## src/rtl/ir_camera_target.sv

```systemverilog
// ir_camera_target: I2C target emulating the IR position camera at address ADDR.
// Accepts register writes and serves 16-byte coherent blob snapshots on reads.
module ir_camera_target #(
    parameter logic [6:0] ADDR      = 7'h58,
    parameter logic [7:0] SNAP_BASE = 8'h36
) (
    input  logic       clk,
    input  logic       reset,
    input  logic       i2c_scl,
    input  logic       i2c_sda_in,
    output logic       i2c_sda,
    input  logic [9:0] x,
    input  logic [9:0] y,
    input  logic [3:0] size,
    output logic       reg_wr,
    output logic [7:0] reg_addr,
    output logic [7:0] reg_data,
    output logic [7:0] ctrl,
    output logic [7:0] mode,
    output logic       enabled,
    output logic       busy
);
    typedef enum logic [2:0] {
        S_IDLE, S_ADDR, S_ADDR_ACK, S_WR_BYTE, S_WR_ACK, S_RD_BYTE, S_RD_ACK, S_IGNORE
    } state_t;

    logic [1:0] r_scl_sync, r_sda_sync;
    logic       r_scl_d, r_sda_d;
    logic       r_scl_rise, r_scl_fall, r_start, r_stop;
    logic       w_scl_s, w_sda_s, w_scl_edge;

    assign w_scl_s    = r_scl_sync[1];
    assign w_sda_s    = r_sda_sync[1];
    assign w_scl_edge = w_scl_s ^ r_scl_d;

    // Synchronizers preset to the idle (released) bus level.
    always_ff @(posedge clk) begin
        if (!reset) begin
            r_scl_sync <= '1;
            r_sda_sync <= '1;
            r_scl_d    <= 1'b1;
            r_sda_d    <= 1'b1;
            r_scl_rise <= 1'b0;
            r_scl_fall <= 1'b0;
            r_start    <= 1'b0;
            r_stop     <= 1'b0;
        end else begin
            r_scl_sync <= {r_scl_sync[0], i2c_scl};
            r_sda_sync <= {r_sda_sync[0], i2c_sda_in};
            r_scl_d    <= w_scl_s;
            r_sda_d    <= w_sda_s;
            r_scl_rise <= w_scl_s & ~r_scl_d;
            r_scl_fall <= ~w_scl_s & r_scl_d;
            r_start    <= ~w_scl_edge & w_scl_s & r_sda_d & ~w_sda_s;
            r_stop     <= ~w_scl_edge & w_scl_s & ~r_sda_d & w_sda_s;
        end
    end

    state_t      r_state, n_state;
    logic [2:0]  r_bitcnt, n_bitcnt;
    logic [7:0]  r_shift, n_shift;
    logic [7:0]  r_tx, n_tx;
    logic        r_ack_clk, n_ack_clk;
    logic        r_rw, n_rw;
    logic        r_first, n_first;
    logic [7:0]  r_ptr, n_ptr;
    logic [23:0] r_snap, n_snap;
    logic        r_sda, n_sda;
    logic        r_busy, n_busy;
    logic [7:0]  r_ctrl, n_ctrl;
    logic [7:0]  r_mode, n_mode;
    logic        r_wr, n_wr;
    logic [7:0]  r_waddr, n_waddr;
    logic [7:0]  r_wdata, n_wdata;

    logic [7:0]  w_byte, w_idx, w_rd_byte;

    assign w_byte = {r_shift[6:0], r_sda_d};
    assign w_idx  = r_ptr - SNAP_BASE;

    always_comb begin
        w_rd_byte = 8'h00;
        if (w_idx < 8'd16) begin
            case (w_idx)
                8'd0:    w_rd_byte = r_snap[7:0];
                8'd1:    w_rd_byte = r_snap[15:8];
                8'd2:    w_rd_byte = r_snap[23:16];
                default: w_rd_byte = 8'hFF;
            endcase
        end
    end

    // Each ACK state spans two SCL falls: r_ack_clk marks that the ninth rise was seen.
    always_comb begin
        n_state   = r_state;
        n_bitcnt  = r_bitcnt;
        n_shift   = r_shift;
        n_tx      = r_tx;
        n_ack_clk = r_ack_clk;
        n_rw      = r_rw;
        n_first   = r_first;
        n_ptr     = r_ptr;
        n_snap    = r_snap;
        n_sda     = r_sda;
        n_busy    = r_busy;
        n_ctrl    = r_ctrl;
        n_mode    = r_mode;
        n_wr      = 1'b0;
        n_waddr   = r_waddr;
        n_wdata   = r_wdata;
        if (r_stop) begin
            n_state = S_IDLE;
            n_sda   = 1'b1;
            n_busy  = 1'b0;
        end else if (r_start) begin
            n_state  = S_ADDR;
            n_bitcnt = '0;
            n_sda    = 1'b1;
        end else if (r_scl_rise) begin
            case (r_state)
                S_ADDR: begin
                    n_shift  = w_byte;
                    n_bitcnt = r_bitcnt + 3'd1;
                    if (r_bitcnt == 3'd7) begin
                        if (w_byte[7:1] == ADDR) begin
                            n_state   = S_ADDR_ACK;
                            n_ack_clk = 1'b0;
                            n_rw      = w_byte[0];
                            n_first   = 1'b1;
                            if (w_byte[0])
                                n_snap = {y[9:8], x[9:8], size, y[7:0], x[7:0]};
                        end else begin
                            n_state = S_IGNORE;
                            n_busy  = 1'b0;
                        end
                    end
                end
                S_WR_BYTE: begin
                    n_shift  = w_byte;
                    n_bitcnt = r_bitcnt + 3'd1;
                    if (r_bitcnt == 3'd7) begin
                        n_state   = S_WR_ACK;
                        n_ack_clk = 1'b0;
                        if (r_first) begin
                            n_ptr   = w_byte;
                            n_first = 1'b0;
                        end else begin
                            n_wr    = 1'b1;
                            n_waddr = r_ptr;
                            n_wdata = w_byte;
                            if (r_ptr == 8'h30) n_ctrl = w_byte;
                            if (r_ptr == 8'h33) n_mode = w_byte;
                            n_ptr = r_ptr + 8'd1;
                        end
                    end
                end
                S_RD_BYTE: begin
                    n_bitcnt = r_bitcnt + 3'd1;
                    if (r_bitcnt == 3'd7) begin
                        n_state   = S_RD_ACK;
                        n_ack_clk = 1'b0;
                    end
                end
                S_ADDR_ACK, S_WR_ACK: n_ack_clk = 1'b1;
                S_RD_ACK: begin
                    if (r_sda_d) n_state = S_IGNORE;
                    else         n_ack_clk = 1'b1;
                end
                default: ;
            endcase
        end else if (r_scl_fall) begin
            case (r_state)
                S_ADDR_ACK, S_WR_ACK: begin
                    if (!r_ack_clk) begin
                        n_sda = 1'b0;
                        if (r_state == S_ADDR_ACK) n_busy = 1'b1;
                    end else if (r_state == S_ADDR_ACK && r_rw) begin
                        n_state  = S_RD_BYTE;
                        n_bitcnt = '0;
                        n_sda    = w_rd_byte[7];
                        n_tx     = {w_rd_byte[6:0], 1'b0};
                        n_ptr    = r_ptr + 8'd1;
                    end else begin
                        n_state  = S_WR_BYTE;
                        n_bitcnt = '0;
                        n_sda    = 1'b1;
                    end
                end
                S_RD_BYTE: begin
                    n_sda = r_tx[7];
                    n_tx  = {r_tx[6:0], 1'b0};
                end
                S_RD_ACK: begin
                    if (!r_ack_clk) begin
                        n_sda = 1'b1;
                    end else begin
                        n_state  = S_RD_BYTE;
                        n_bitcnt = '0;
                        n_sda    = w_rd_byte[7];
                        n_tx     = {w_rd_byte[6:0], 1'b0};
                        n_ptr    = r_ptr + 8'd1;
                    end
                end
                default: ;
            endcase
        end
    end

    always_ff @(posedge clk) begin
        if (!reset) begin
            r_state   <= S_IDLE;
            r_bitcnt  <= '0;
            r_shift   <= '0;
            r_tx      <= '0;
            r_ack_clk <= 1'b0;
            r_rw      <= 1'b0;
            r_first   <= 1'b0;
            r_ptr     <= '0;
            r_snap    <= '0;
            r_sda     <= 1'b1;
            r_busy    <= 1'b0;
            r_ctrl    <= '0;
            r_mode    <= '0;
            r_wr      <= 1'b0;
            r_waddr   <= '0;
            r_wdata   <= '0;
        end else begin
            r_state   <= n_state;
            r_bitcnt  <= n_bitcnt;
            r_shift   <= n_shift;
            r_tx      <= n_tx;
            r_ack_clk <= n_ack_clk;
            r_rw      <= n_rw;
            r_first   <= n_first;
            r_ptr     <= n_ptr;
            r_snap    <= n_snap;
            r_sda     <= n_sda;
            r_busy    <= n_busy;
            r_ctrl    <= n_ctrl;
            r_mode    <= n_mode;
            r_wr      <= n_wr;
            r_waddr   <= n_waddr;
            r_wdata   <= n_wdata;
        end
    end

    assign i2c_sda  = r_sda;
    assign reg_wr   = r_wr;
    assign reg_addr = r_waddr;
    assign reg_data = r_wdata;
    assign ctrl     = r_ctrl;
    assign mode     = r_mode;
    assign enabled  = r_ctrl[3];
    assign busy     = r_busy;
endmodule
```

## config.mk

```make
export PLATFORM = sky130hd
export DESIGN_NAME = ir_camera_target
export DESIGN_NICKNAME = d
export VERILOG_FILES = /design/src/rtl/ir_camera_target.sv
export SDC_FILE = /design/constraint.sdc
export NUM_CORES = 1
export LEC_CHECK = 0
export ABC_AREA = 0
export ABC_CLOCK_PERIOD_IN_PS = 2200
export CAP_MARGIN = 10
export CORE_MARGIN = 2
export CORE_UTILIZATION = 55
export CTS_BUF_LIST = sky130_fd_sc_hd__clkbuf_8 sky130_fd_sc_hd__clkbuf_16
export CTS_CLUSTER_SIZE = 24
export DETAILED_ROUTE_END_ITERATION = 7
export HOLD_SLACK_MARGIN = 0.15
export PLACE_DENSITY = 0.78
export SLEW_MARGIN = 20
export SYNTH_ARGS = -nofsm -noshare
export SYNTH_HDL_FRONTEND = slang
export SYNTH_SLANG_ARGS = --single-unit
```

## constraint.sdc

```tcl
create_clock -name clk -period 2.2 [get_ports clk]
set_clock_uncertainty 0.1 [all_clocks]
set_input_delay 0.55 -clock clk [delete_from_list [all_inputs] [get_ports clk]]
set_output_delay 0.55 -clock clk [all_outputs]
set_load 0.05 [all_outputs]
```

* After elaboration in Yosys (flattened, before gate mapping)
Index checks and enable logic that the tools add are counted.
** Word-level totals
- Bits in registers :: 101
- Bits of input ports :: 28
- Word-level logic and storage cells :: 181
** Operators by class
- $add $sub $neg :: 3
- Order comparisons :: 1
- Equality and inequality tests :: 41
- Multiplexer cells :: 55
- Bitwise operators :: 20
- Reductions and logical operators :: 36
** Operator list (number)
- $mux W8 :: 12
- $mux W3 :: 16
- $pmux W8 S3 :: 2
- $reduce_and A7 Y1 :: 4
- $reduce_and A9 Y1 :: 3
- $ne A4 B4 Y1 const B :: 6
- $reduce_and A8 Y1 :: 3
- $ne A3 B3 Y1 const B :: 7
- $mux W1 :: 19
- $ne A2 B2 Y1 const B :: 9
- $eq A8 B6 Y1 const B :: 2
- $pmux W8 S2 :: 1
- $reduce_bool A3 Y1 :: 5
- $eq A3 B3 Y1 const B :: 4
- $not A1 Y1 :: 12
- $pmux W3 S4 :: 1
- $reduce_and A6 Y1 :: 2
- $reduce_or A3 Y1 :: 3
- $add A8 B1 Y8 const B :: 1
- $eq A8 B1 Y1 const B :: 1
- $eq A8 B2 Y1 const B :: 1
- $logic_not A8 Y1 :: 1
- $lt A8 B5 Y1 const B :: 1
- $ne A2 B1 Y1 const B :: 4
- other kinds (22) :: 36

* Depth between registers and ports, before layout
Gate-level depths: netlist (run 1).
- Word-level depth :: 8
- Mapped depth :: 9
- Depth with buffers taken out :: 7

* Worst setup path after synthesis (run 1)
No wires, ideal clock.
- Path type :: register -> register
- From :: register r_ptr[1]
- To :: register r_tx[5]
- Library setup time :: 75 ps
- Arrival time :: 1787 ps
- Data required time :: 2025 ps
- Setup slack :: 238 ps
- Cell stages (with the launch flop) :: 7
- Path buffers :: 0
- Cells stage by stage :: dfxtp_1 ha_1 o211a_1 o21a_1 nor4b_4 nand3_2 a31oi_1
** On the way
- Word-level cells in the longest chain between the ends :: 7
- Elaborated cells on any way between the ends :: 11
** RTL lines
- start: declaration :: RTL line 66 : logic [7:0] r_ptr, n_ptr;
- start signal: assignment :: RTL line 235 : r_ptr <= n_ptr;
- $sub A8 B6 Y8 (*) :: RTL line 79 : assign w_idx = r_ptr - SNAP_BASE;
- branches (longest 2 deep; another with $lt A8 B5 Y1)
- $mux W8 (*) :: RTL line 83 : if (w_idx < 8'd16) begin
- $mux W8 :: RTL line 177 : end else if (r_state == S_ADDR_ACK && r_rw) begin
- $mux W8 :: RTL line 174 : if (!r_ack_clk) begin
- $pmux W8 S3 (*) :: RTL line 172 : case (r_state)
- end signal: assignment :: RTL line 231 : r_tx <= n_tx;
- end: declaration :: RTL line 62 : logic [7:0] r_tx, n_tx;
Mark *: on every way between the ends. The select of a mux whose other input is x is not followed.
A chain may end at the register's enable or synchronous reset.

* Worst setup path in the final report (run 1)
- From :: register r_waddr[1], in the netlist reg_addr[1]
- To :: output port reg_addr[1]
** RTL lines
- start: declaration :: RTL line 73 : logic [7:0] r_waddr, n_waddr;
- start signal: assignment :: RTL line 242 : r_waddr <= n_waddr;
- end: declaration :: RTL line 16 : output logic [7:0] reg_addr,
No word-level cell between the ends.

==> metrics.log, run 1 <==
INFO  metric worstPathArrival = 1.52 ns
INFO  metric synth_sequential_area_ratio = 0.433
INFO  metric path_delay_family = buffers and inverters
INFO  metric critical_path_data_required_time = 1.55 ns
INFO  metric placement_rows = 33
INFO  metric numClockSinks = 100
INFO  metric design.portCount = 64
INFO  metric power.switching = 755 µW
INFO  metric worstMarginPinSlew = 0.583 ns
INFO  metric critical_path_buf_inv_count = 1
INFO  metric cts-root-to-sink-buffers = 2
INFO  metric period_minus_slack = 2.17 ns
INFO  metric synth_cell_types = 60
INFO  metric setup_viol_count_final = 0
INFO  metric regToRegEndpoint = reg_data[6]$_SDFFE_PN0P_
INFO  metric root_buffer = sky130_fd_sc_hd__clkbuf_8
INFO  metric ys_warn_count = 0
INFO  metric n_antenna_cell = 0
INFO  metric layout-area-overhead-vs-synth = 23.8%
INFO  metric cap_viol_max_count = 0
INFO  metric async_flop_share = 0
INFO  metric drt-total-wl = 11,900 µm
INFO  metric cts.repair_timing.setup_buffer_count = 0
INFO  metric achievable_clock_frequency = 461 MHz
INFO  metric avgRoutedWirePerCell = 16.1 µm
INFO  metric clock_power_share = 0.391
INFO  metric cell_internal_pwr = 2430 µW
INFO  metric die-width = 95.6 µm
INFO  metric cpPeakStageDelay = 0.80 ns
INFO  metric n_fill_cell = 682
INFO  metric setup.worst_path.class = flop to output port
INFO  metric timing.final.max_slew_violations = 0
INFO  metric clock_latency = 0.38 ns
INFO  metric crit_fanout = 2
INFO  metric viasPerCell = 5.88
INFO  metric portion_of_the_clock_cycle_consumed_by_the_worst_path_in_the_final_layout = 0.986
INFO  metric hold_path_depth = 1
INFO  metric cts_bufs_inserted = 9
INFO  metric dp_hpwl = 8310 µm
INFO  metric cp_cell_sequence = clkdlybuf4s50_1
INFO  metric grt_first_pass_wirelength = 19,600 µm
INFO  metric reg2reg_from = r_start$_SDFF_PN0_
INFO  metric outcome = finished, final reports clean
INFO  metric final-hold-violation-count = 0
INFO  metric synth-seq-cells = 100
INFO  metric mappedNetlistArea = 4620 µm²
INFO  metric total_nets_after_synthesis = 602
INFO  metric post_synth_inst_count = 568
INFO  metric sequentialPowerShare = 0.572
INFO  metric crit_slowest_cell = sky130_fd_sc_hd__clkdlybuf4s50_1
INFO  metric worstSetupStartpointType = flop
INFO  metric floorplan.core_area = 8180 µm²
INFO  metric startpoint = reg_addr[1]$_SDFFE_PN0P_
INFO  metric timing.max_slew.rel_slack = 0.611
INFO  metric worst_r2r_path_depth = 5
INFO  metric io_port_bufs = 63
INFO  metric grt_overflow_total = 0
INFO  metric ctsHtreeMaxLevel = 3
INFO  metric setup.worst_path.end_class = output port
INFO  metric vdd_drop_max = 334 µV
INFO  metric min_path_type = flop to flop
INFO  metric clock_transition_at_the_registers_of_the_reported_paths = 0.11 ns
INFO  metric setup-tns-final = 0 ns
INFO  metric syn-mean-instance-area = 8.13 µm²
INFO  metric drc_errors = 0
INFO  metric global_router_s_overall_resource_usage = 0.273
INFO  metric tritoncts = built
INFO  metric timing.hold.worst_endpoint = r_sda_sync[1]$_SDFF_PN1_
INFO  metric die_h = 95.6 µm
INFO  metric switching_share = 0.237
INFO  metric p_total = 3180 µW
INFO  metric fp.dieArea = 9150 µm²
INFO  metric power.density = 557 nW/µm²
INFO  metric detail_route.first_pass.iterations = 6
INFO  metric drtIter0Drc = 336
INFO  metric synth-edff-count = 0
INFO  metric p_leak = 0.00244 µW
INFO  metric route.antenna.remaining_nets = 0
INFO  metric rsz0062_at_grt = false
INFO  metric timing.reg2reg.setup_slack = 0.11 ns
INFO  metric antenna_found_initial = 0
INFO  metric postSynth.topFlopCell = sky130_fd_sc_hd__dfxtp_1
INFO  metric holdCritStartpoint = r_sda_sync[0]$_SDFF_PN1_
INFO  metric fin_nets = 667
INFO  metric combPwrFrac = 0.037
INFO  metric first_global_vias = 4,083
INFO  metric initial_utilization = 0.565
INFO  metric dr_total_vias = 4,371
INFO  metric fraction_of_layout_instances_using_a_drive_strength_above_1 = 0.113
INFO  metric gp_congestion = 0.873
INFO  metric grt_max_degree = 43
## cells in the mapped netlist, types with 8 or more instances
cell type / instances / area share
sky130_fd_sc_hd__nand2b_1: 14 / 0.019
sky130_fd_sc_hd__clkbuf_1: 26 / 0.021
sky130_fd_sc_hd__a21oi_1: 42 / 0.046
sky130_fd_sc_hd__dfxtp_1: 100 / 0.43
sky130_fd_sc_hd__nor3_1: 10 / 0.011
sky130_fd_sc_hd__inv_1: 11 / 0.0089
sky130_fd_sc_hd__a222oi_1: 8 / 0.017
sky130_fd_sc_hd__nor2_1: 32 / 0.026
sky130_fd_sc_hd__mux2i_1: 9 / 0.020
sky130_fd_sc_hd__nand2_1: 128 / 0.10
sky130_fd_sc_hd__a31oi_1: 10 / 0.014
sky130_fd_sc_hd__o21ai_0: 21 / 0.023
sky130_fd_sc_hd__a21boi_1: 27 / 0.044
sky130_fd_sc_hd__buf_2: 8 / 0.0087
sky130_fd_sc_hd__a21boi_0: 19 / 0.031
## area by class of cell
type / instances / area [µm²] / area share
Tap cell: 105 / 131 / 0.0230
Timing Repair Buffer: 94 / 918 / 0.161
Inverter: 12 / 45.0 / 0.00788
Sequential cell: 100 / 2000 / 0.350
Clock buffer: 9 / 124 / 0.0217
Multi-Input combinational cell: 416 / 2410 / 0.422
Clock inverter: 7 / 86.3 / 0.0151
## layer usage
metal / GRT usage / up-vias / part of all wire
li1: - / 2112 / -
met5: 0 / - / 0
met3: 0.0498 / 26 / 0.061
met2: 0.434 / 165 / 0.47
met4: 0.0929 / 0 / 0.020
met1: 0.372 / 2068 / 0.45
## kinds of logic after synthesis
| family | count (synthesis) | share of synthesized area |
|---|---|---|
| compound gates | 160 | 0.233 |
| xor+xnor | 2 | 0.00379 |
| fa+ha+maj | 6 | 0.0163 |
| buf+inv | 52 | 0.0493 |
| flops | 100 | 0.433 |
| mux | 9 | 0.0195 |
| simple gates | 239 | 0.245 |
## through the flow
stage,instance area (µm²),hold slack [ns],setup WS (ns),std cells,util
after floorplan,4620,0.286,0.238,568,-
after global placement,5430,0.297,0.103,727,0.664
after detailed placement,5430,0.296,0.106,727,0.664
after CTS,5640,0.322,0.00244,743,0.689
after global routing,5720,0.372,0.00169,743,0.700
final,5720,0.323,0.0310,743,0.700
## worst max-delay path by stage
stage                     cells after the start  slack, ns                     end
after global placement                        7       0.10    r_tx[5]$_SDFFE_PN0P_
after floorplan                               6       0.24    r_tx[5]$_SDFFE_PN0P_
final                                         1       0.03             reg_addr[1]
after global routing                          1      0.002             reg_addr[1]
after detailed placement                      8       0.11  r_snap[6]$_SDFFE_PN0P_
after CTS                                     1      0.002                 enabled
## power by group through the flow
stage | combinational [µW] | sequential [µW] | clock, µW
6_report | 119 | 1820 | 1240
5_1_grt | 129 | 1820 | 1320
4_1_cts | 119 | 1820 | 1250
3_5_place_dp | 118 | 1860 | 0
3_3_place_gp | 117 | 1860 | 0
2_1_floorplan | 52.1 | 1860 | 0
## layout by cell type (no fill, tap or decap), types with 5 or more instances in the layout
| cell type | instances |
|---|---|
| sky130_fd_sc_hd__a21boi_0 | 19 |
| sky130_fd_sc_hd__a21boi_1 | 27 |
| sky130_fd_sc_hd__a21oi_1 | 42 |
| sky130_fd_sc_hd__a222oi_1 | 8 |
| sky130_fd_sc_hd__a31oi_1 | 10 |
| sky130_fd_sc_hd__buf_4 | 33 |
| sky130_fd_sc_hd__clkbuf_8 | 9 |
| sky130_fd_sc_hd__clkdlybuf4s50_1 | 31 |
| sky130_fd_sc_hd__dfxtp_1 | 99 |
| sky130_fd_sc_hd__dlymetal6s2s_1 | 24 |
| sky130_fd_sc_hd__inv_1 | 12 |
| sky130_fd_sc_hd__mux2i_1 | 9 |
| sky130_fd_sc_hd__nand2_1 | 128 |
| sky130_fd_sc_hd__nand2b_1 | 14 |
| sky130_fd_sc_hd__nand3_1 | 6 |
| sky130_fd_sc_hd__nand3b_1 | 6 |
| sky130_fd_sc_hd__nand4_1 | 6 |
| sky130_fd_sc_hd__nor2_1 | 32 |
| sky130_fd_sc_hd__nor2b_1 | 5 |
| sky130_fd_sc_hd__nor3_1 | 8 |
| sky130_fd_sc_hd__o211ai_1 | 6 |
| sky130_fd_sc_hd__o21ai_0 | 21 |
| sky130_fd_sc_hd__or2_2 | 5 |
## worst reg2reg max path, stage by stage, from the launching register on
cell	delay (ns)
sky130_fd_sc_hd__dfxtp_1	0.39
sky130_fd_sc_hd__or3b_1	0.42
sky130_fd_sc_hd__or2_1	0.24
sky130_fd_sc_hd__or3_1	0.59
sky130_fd_sc_hd__nand2_1	0.17
sky130_fd_sc_hd__a21oi_1	0.07
## state kept, by name (all words and copies together), names as in the netlist, 3 cells and up
| name | count |
|---|---|
| ctrl | 8 |
| r_shift | 7 |
| r_tx | 7 |
| r_ptr | 8 |
| r_state | 3 |
| reg_addr | 8 |
| reg_data | 8 |
| r_snap | 24 |
| r_bitcnt | 3 |
| mode | 8 |
## repair_timing
action / CTS / global route
hold buffers: 0 / 0
endpoints found under the hold margin: 0 / 0
endpoints found under the setup margin: 5 / 56
pin swaps: 0 / 0
cloned: 0 / 0
resized for setup: 4 / 33
Power figures use the tool's default switching activity.
==> run 2: changes to the inputs <==
--- a/config.mk
+++ b/config.mk
@@ -5,13 +5,12 @@
 export SDC_FILE = /design/constraint.sdc
 export NUM_CORES = 1
 export LEC_CHECK = 0
-export ABC_AREA = 0
 export ABC_CLOCK_PERIOD_IN_PS = 2200
 export CAP_MARGIN = 10
 export CORE_MARGIN = 2
 export CORE_UTILIZATION = 55
 export CTS_BUF_LIST = sky130_fd_sc_hd__clkbuf_8 sky130_fd_sc_hd__clkbuf_16
-export CTS_CLUSTER_SIZE = 24
+export CTS_CLUSTER_SIZE = 8
 export DETAILED_ROUTE_END_ITERATION = 7
 export HOLD_SLACK_MARGIN = 0.15
 export PLACE_DENSITY = 0.78
@@ -19,3 +18,4 @@
 export SYNTH_ARGS = -nofsm -noshare
 export SYNTH_HDL_FRONTEND = slang
 export SYNTH_SLANG_ARGS = --single-unit
+export TNS_END_PERCENT = 5
==> results of run 2 <==
The final DEF is identical to that of run 1; final timing and power are the same.
==> run 3: changes to the inputs <==
--- a/config.mk
+++ b/config.mk
@@ -10,7 +10,7 @@
 export CORE_MARGIN = 2
 export CORE_UTILIZATION = 55
 export CTS_BUF_LIST = sky130_fd_sc_hd__clkbuf_8 sky130_fd_sc_hd__clkbuf_16
-export CTS_CLUSTER_SIZE = 8
+export CTS_CLUSTER_SIZE = 24
 export DETAILED_ROUTE_END_ITERATION = 7
 export HOLD_SLACK_MARGIN = 0.15
 export PLACE_DENSITY = 0.78
==> results of run 3 <==
The final DEF is identical to that of run 1; final timing and power are the same.
